File: src/rtl/roll_sequencer.sv
// Die-roll control FSM: latches a die request, gates the SIPO random source,
// rejects out-of-range words, reduces by repeated subtraction and hands the face to the UART.
module roll_sequencer #(
  parameter int DATA_W    = 7,
  parameter int MAX_RETRY = 8
) (
  input  logic              clk,
  input  logic              reset,
  input  logic [3:0]        i_dieSelect,
  input  logic [DATA_W-1:0] i_randomData,
  input  logic              i_valid,
  output logic              o_stop,
  output logic [4:0]        o_dieRoll,
  output logic              o_roll_valid,
  output logic [7:0]        o_tx_data,
  output logic              o_tx_valid,
  input  logic              i_tx_ready,
  output logic              o_error
);

  typedef enum logic [2:0] {IDLE, WAIT_RAND, CHECK, REDUCE, SEND, RELEASE} stateT;

  localparam int RANGE = 2 ** DATA_W;
  localparam logic [DATA_W:0] LIM_D4  = (DATA_W+1)'(RANGE - RANGE % 4);
  localparam logic [DATA_W:0] LIM_D6  = (DATA_W+1)'(RANGE - RANGE % 6);
  localparam logic [DATA_W:0] LIM_D8  = (DATA_W+1)'(RANGE - RANGE % 8);
  localparam logic [DATA_W:0] LIM_D10 = (DATA_W+1)'(RANGE - RANGE % 10);
  localparam logic [DATA_W:0] LIM_D12 = (DATA_W+1)'(RANGE - RANGE % 12);
  localparam logic [DATA_W:0] LIM_D20 = (DATA_W+1)'(RANGE - RANGE % 20);

  stateT             state;
  logic [DATA_W-1:0] acc;
  logic [4:0]        sides;
  logic [DATA_W:0]   limit;
  logic [3:0]        retryCount;

  // A zero face count marks an illegal or empty request code.
  function automatic logic [4:0] sidesOf(input logic [3:0] code);
    case (code)
      4'd1:    sidesOf = 5'd4;
      4'd2:    sidesOf = 5'd6;
      4'd3:    sidesOf = 5'd8;
      4'd4:    sidesOf = 5'd10;
      4'd5:    sidesOf = 5'd12;
      4'd6:    sidesOf = 5'd20;
      default: sidesOf = 5'd0;
    endcase
  endfunction

  function automatic logic [DATA_W:0] limitOf(input logic [3:0] code);
    case (code)
      4'd1:    limitOf = LIM_D4;
      4'd2:    limitOf = LIM_D6;
      4'd3:    limitOf = LIM_D8;
      4'd4:    limitOf = LIM_D10;
      4'd5:    limitOf = LIM_D12;
      4'd6:    limitOf = LIM_D20;
      default: limitOf = '0;
    endcase
  endfunction

  assign o_tx_data = {3'b000, o_dieRoll};

  // o_stop is registered from the next state: the SIPO only runs while waiting for a word.
  always_ff @(posedge clk or posedge reset) begin
    if (reset) begin
      state        <= IDLE;
      o_stop       <= 1'b1;
      o_dieRoll    <= '0;
      o_roll_valid <= 1'b0;
      o_tx_valid   <= 1'b0;
      o_error      <= 1'b0;
      retryCount   <= '0;
      acc          <= '0;
      sides        <= '0;
      limit        <= '0;
    end else begin
      o_roll_valid <= 1'b0;
      case (state)
        IDLE: begin
          o_stop <= 1'b1;
          if (sidesOf(i_dieSelect) != 5'd0) begin
            sides      <= sidesOf(i_dieSelect);
            limit      <= limitOf(i_dieSelect);
            retryCount <= '0;
            o_error    <= 1'b0;
            o_stop     <= 1'b0;
            state      <= WAIT_RAND;
          end
        end
        WAIT_RAND: begin
          if (i_valid) begin
            acc    <= i_randomData;
            o_stop <= 1'b1;
            state  <= CHECK;
          end
        end
        CHECK: begin
          if ({1'b0, acc} >= limit) begin
            retryCount <= retryCount + 4'd1;
            if (retryCount + 4'd1 == 4'(MAX_RETRY)) begin
              o_error <= 1'b1;
              state   <= RELEASE;
            end else begin
              o_stop <= 1'b0;
              state  <= WAIT_RAND;
            end
          end else begin
            state <= REDUCE;
          end
        end
        REDUCE: begin
          if (acc >= DATA_W'(sides)) begin
            acc <= acc - DATA_W'(sides);
          end else begin
            o_dieRoll    <= acc[4:0] + 5'd1;
            o_roll_valid <= 1'b1;
            o_tx_valid   <= 1'b1;
            state        <= SEND;
          end
        end
        SEND: begin
          if (i_tx_ready) begin
            o_tx_valid <= 1'b0;
            state      <= RELEASE;
          end
        end
        RELEASE: begin
          if (i_dieSelect == 4'd0) state <= IDLE;
        end
        default: begin
          o_stop <= 1'b1;
          state  <= IDLE;
        end
      endcase
    end
  end

endmodule

File: config.mk
export PLATFORM = sky130hd
export DESIGN_NAME = roll_sequencer
export DESIGN_NICKNAME = d
export VERILOG_FILES = /design/src/rtl/roll_sequencer.sv
export SDC_FILE = /design/constraint.sdc
export NUM_CORES = 1
export LEC_CHECK = 0
export BUFFER_PORTS_ARGS = -buffer_cell sky130_fd_sc_hd__buf_2
export CAP_MARGIN = 0
export CORE_AREA = 2 2 66 68
export DETAILED_ROUTE_END_ITERATION = 12
export DIE_AREA = 0 0 68 70
export HOLD_SLACK_MARGIN = 0.02
export PLACE_DENSITY = 0.71
export SYNTH_ARGS = -nofsm -noshare
export SYNTH_HDL_FRONTEND = slang
export SYNTH_SLANG_ARGS = --single-unit
File: constraint.sdc
create_clock -name clk -period 2.25 [get_ports clk]
set_input_delay 0.3375 -clock clk [delete_from_list [all_inputs] [get_ports clk]]
set_output_delay 0.3375 -clock clk [all_outputs]
set_load 0.005 [all_outputs]
# Yosys cells after proc, flatten, opt, wreduce, memory -nomap -nowiden
# Cells that the tools add are included.
dict set report word_totals {
  register_bits 36
  in_bits 15
  out_inout_bits 17
  wordCells 86
}
dict set report classes {
  add_sub_neg 3
  order_cmp 2
  n_eq_ne 21
  muxes 31
  n_bitwise 2
  reduce_logical 17
}
# cell count
set ops {}
lappend ops {{one-hot mux 5 bit (6 select lines)} 1}
lappend ops {{one-hot mux 8 bit (3 select lines)} 1}
lappend ops {{two-way mux 3 bit} 7}
lappend ops {{!= test 2 bit, second input constant} 9}
lappend ops {{one-hot mux 3 bit (6 select lines)} 1}
lappend ops {{two-way mux 7 bit} 2}
lappend ops {{one-hot mux 7 bit (2 select lines)} 1}
lappend ops {{equality test 4 x 3 -> 1 bit, second input constant} 3}
lappend ops {{two-way mux 1 bit} 11}
lappend ops {{AND reduction 3 bit} 3}
lappend ops {{equality test 4 x 2 -> 1 bit, second input constant} 2}
lappend ops {{greater-or-equal comparator 7 x 8 -> 1 bit} 1}
lappend ops {{two-way mux 4 bit} 2}
lappend ops {{one-hot mux 4 bit (2 select lines)} 1}
lappend ops {{AND reduction 4 bit} 2}
lappend ops {{greater-or-equal comparator 7 x 5 -> 1 bit} 1}
lappend ops {{subtractor 7 x 5 -> 7 bit} 1}
lappend ops {{equality test 3 x 2 -> 1 bit, second input constant} 2}
lappend ops {{equality test 3 bit, second input constant} 2}
lappend ops {{nonzero test 2 bit} 3}
lappend ops {{OR reduction 3 bit} 2}
lappend ops {{adder 5 x 1 -> 5 bit, second input constant} 1}
lappend ops {{two-way mux 5 bit} 1}
lappend ops {{AND reduction 5 bit} 1}
lappend ops {{other kinds (12)} 15}

# Logic depth before layout (Yosys ltp)
dict set report logic_depth {
  word_depth 6
  depth_mapped 10
  ltp_nobuf 9
}

# Worst setup path after synthesis
# OpenSTA, ideal clock, no wires.
dict set report synth_timing {
  path_kind {reg2reg}
  from {register acc[1]}
  to {register acc[2]}
  setup_time_ps 125
  arrival_ps 2228
  required_time_ps 2125
  setup_slack_ps -103
  stages_incl_launch_ff 11
  n_path_buf 1
  synth_period_minus_slack_ps 2353
  cell_sequence {dfrtp_1 > inv_1 > ha_1 > inv_1 > fa_1 > a21o_1 > a211oi_2 > and3_1 > nand2b_1 > buf_6 > mux2_4}
}
dict set report synth_via {
  elab_chain_len 3
  elab_cells_between_ends 6
  cone_classes {1 x add/sub; 1 x order compare; 1 x eq/ne; 2 x mux; 1 x reduce/logical}
}
# item line
set synth_lines {}
lappend synth_lines {{start: declaration} 32} ;# logic [DATA_W-1:0] acc;
lappend synth_lines {{start signal: assignment} 93} ;# acc <= i_randomData;
lappend synth_lines {{start signal: assignment} 114} ;# acc <= acc - DATA_W'(sides);
lappend synth_lines {{subtractor 7 x 5 -> 7 bit / greater-or-equal comparator 7 x 5 -> 1 bit (equally long branches)} {114, 113}}
lappend synth_lines {{two-way mux 7 bit / != test 2 bit (equally long branches)} n/a}
lappend synth_lines {{one-hot mux 7 bit (2 select lines) / AND reduction 3 bit (equally long branches)} n/a}
# Parallel ways exist; a longest one is shown, timed or not. The select of a mux whose other input is x is not followed.
# A chain may end at the register's enable or synchronous reset.

# Final worst setup path
# Same ends and word-level chain as after synthesis.

==> flow_metrics.env <==
export IMPL_detail_route_antenna_nets=0
export IMPL_ir_drop_uv=505
export IMPL_grt_pass1_wl_um=7190
export IMPL_max_slew_margin_pct=64.6
export IMPL_grt_use_met1_pct=28.1
export IMPL_final_seq_area_um2=752
export IMPL_finalCritPeriodShare_pct=96.2
export IMPL_final_core_util_pct=56.4
export IMPL_multi_input_area_mm2=0.00113
export IMPL_syn_area_mm2=0.00201
export IMPL_status="finished clean"
export IMPL_setup_violations=0
export IMPL_clk_pin_slew_ps=60
export IMPL_r2r_start="acc[1]"
export IMPL_synth_ff_type="dfrtp_1"
export IMPL_grt_start_max_net_pins=31
export IMPL_synthTopCellsByCount="dfrtp_1 (29), nand2_1 (24), nor2_1 (18)"
export IMPL_avgSynthCellArea_um2=9.25
export IMPL_use_met3_pct=4.99
export IMPL_drt_iter0_markers=83
export IMPL_antenna_found_initial=0
export IMPL_core_area_mm2=0.00414
export IMPL_fin_nets=279
export IMPL_grt_pass1_vias=1563
export IMPL_dr_total_vias=1626
export IMPL_final_area_mm2=0.00234
export IMPL_routabilityCongestion=0.823
export IMPL_synth_area_leaders="dfrtp_1 (36%), ha_1 (7.5%), nand2_1 (4.5%)"
export IMPL_worstSetupEndpointType="flip-flop"
export IMPL_rsz0062_at_grt="false"
export IMPL_dr_pass1_iters=4
export IMPL_synth_largest_area_cell="dfrtp_1"
export IMPL_drc_errors=0
export IMPL_yosysTopAreaCellShare_pct=36.1
export IMPL_cts_sinks=30
export IMPL_cts_buffers=5
export IMPL_drive_above_1_share_pct=28.2
export IMPL_fp_dieH_um=70
export IMPL_worstSetupStartpointType="flip-flop"
export IMPL_fmax_mhz=462
export IMPL_grt_use_met2_pct=29.0
export IMPL_power_density_mw_per_mm2=1410
export IMPL_power_total_mw=3.31
export IMPL_synth_distinct_cells=57
export IMPL_grt_usage_pct=19.8
export IMPL_crit_type="flip-flop to flip-flop"
export IMPL_ff2ff_path_depth=9
export IMPL_start_util_pct=48.5
export IMPL_cp_required_ps=2420
export IMPL_crit_fanout=5
export IMPL_cp_arrival_ps=2330
export IMPL_tightest_slew_ps=531
export IMPL_cp_startpoint="acc[1]"
export IMPL_clk_latency_ps=290
export IMPL_cts_buffer_depth=2
export IMPL_cts_tree="yes"
export IMPL_area_delta_synth_final_pct=16.3
export IMPL_syn_inst=217
export IMPL_hold_viol_final=0
export IMPL_cts_root_buffer="clkbuf_8"
export IMPL_routed_via_density=5.35
export IMPL_h_tree_depth=2
export IMPL_fillCellCount=387
export IMPL_grt_overflow_total=0
export IMPL_port_buffers=28
export IMPL_seq_area_frac_synth_pct=37.4
export IMPL_insertedDiodeCount=0
export IMPL_min_path_type="primary input to async pin"
export IMPL_yosys_cell_count_top_type="dfrtp_1"
export IMPL_p_leak_nw=1.09
export IMPL_maxCapViolCount=0
export IMPL_hpwl_um=3110
export IMPL_synthArstFlopShare_pct=100
export IMPL_drv_slew=0
export IMPL_dpl_instance_area_mm2=0.00221
export IMPL_drt_total_wl_um=4170
export IMPL_grt_busiest_layer="met2"
export IMPL_min_period_ps=2160
export IMPL_die_w_um=68
export IMPL_die_area_mm2=0.00476
export IMPL_yosys_warnings=0
export IMPL_num_rows=24
export IMPL_io_pins=32
export IMPL_synth_edff_count=0
export IMPL_drt_wirelength_per_cell_um=13.7
export IMPL_synth_seq_cells=30
export IMPL_fin_skew_ps=6.48
## flip-flops by register name, indices dropped and copies added (netlist names)
name	count
o_dieRoll	5
sides	4
o_roll_valid	1
acc	7
limit	3
state	3
retryCount	4
o_stop	1
o_error	1
o_tx_valid	1
## area by class of cell
type	count	share of cell area, %
sequential	30	32.2
timing repair buffer	42	10.7
multi-input combinational	160	48.5
clock buffer	7	3.70
inverter	12	1.93
clock inverter	1	0.214
tap	52	2.79
## placed cells by master, fill, tap and decap left out, types with 2 or more instances in the layout
cell,netlist,layout
mux2_2,5,5
a211oi_1,2,2
nor3_1,3,3
xnor2_1,4,4
inv_1,12,10
inv_2,0,2
a21oi_1,13,13
conb_1,1,3
mux2i_1,2,2
o211ai_1,4,4
o21ai_0,12,12
buf_2,3,28
o21a_1,3,3
o31ai_1,2,2
a31oi_1,2,2
nand3_1,7,7
mux2_4,3,3
nand3b_1,3,3
nand2_1,24,24
xor2_1,3,3
dfrtp_1,29,29
nor2_1,18,18
ha_1,12,11
clkbuf_8,0,6
nand2b_1,4,3
buf_4,10,13
## worst max-delay path, stage by stage, from the launching register on
cell and delay, ps:
dfrtp_1 380, inv_2 80, ha_4 140, inv_2 30
fa_2 330, a21o_1 180, a211oi_2 210, and3_4 220
nand2b_4 160, mux2_4 310
## power by group
group	internal (mW)	leakage, nW	switching [mW]	total (mW)
Combinational	0.945	0.682	0.877	1.82
Clock	0.246	0.0482	0.204	0.450
Sequential	0.767	0.363	0.266	1.03
Total	1.96	1.09	1.35	3.31
## metal layers
layer | wire length (µm) | vias up
met4 | 62 | 0
li1 | - | 831
met2 | 1880 | 29
met3 | 169 | 7
met5 | 0 | -
met1 | 2050 | 759
## logic make-up after synthesis
group | after synthesis | share of synthesized area (%)
buffers and inverters | 29 | 7.85
and+or+nand+nor | 72 | 18.6
muxes | 11 | 6.60
other | 1 | 0.187
adders and majority gates | 13 | 8.47
DFF | 30 | 37.4
xor gates and xnor gates | 7 | 3.05
AOI/OAI and AO/OA | 54 | 17.8
## path summary, 6_finish.rpt
| kind | endpoint | slack (ps) |
|---|---|---|
| worst max-delay path | acc[2] | 90 |
| min in group clk | acc[0] | 280 |
| worst min-delay path | state[0] | 120 |
| worst max register to register | acc[2] | 90 |
| max in group asynchronous | o_stop | 1810 |
| worst min register to register | o_error | 510 |
## stage by stage
| step | setup slack, ps | instances | hold WS (ps) | setup TNS [ps] |
|---|---|---|---|---|
| finish | 85.8 | 304 | 120 | 0 |
| global route | 9.59 | 304 | 157 | 0 |
| CTS | 55.2 | 303 | 136 | 0 |
| detailed placement | -26.1 | 295 | 447 | -56.2 |
| global placement | 14.8 | 295 | 434 | 0 |
| floorplan | 19.8 | 219 | 428 | 0 |
## repair_timing
| item | CTS | global route |
|---|---|---|
| buffers inserted | 0 | 1 |
| hold buffers | 0 | 0 |
| gates resized for setup | 1 | 6 |
| endpoints found under the hold margin | 0 | 0 |
| endpoints found under the setup margin | 3 | 5 |
(Power assumes the default switching activity.)
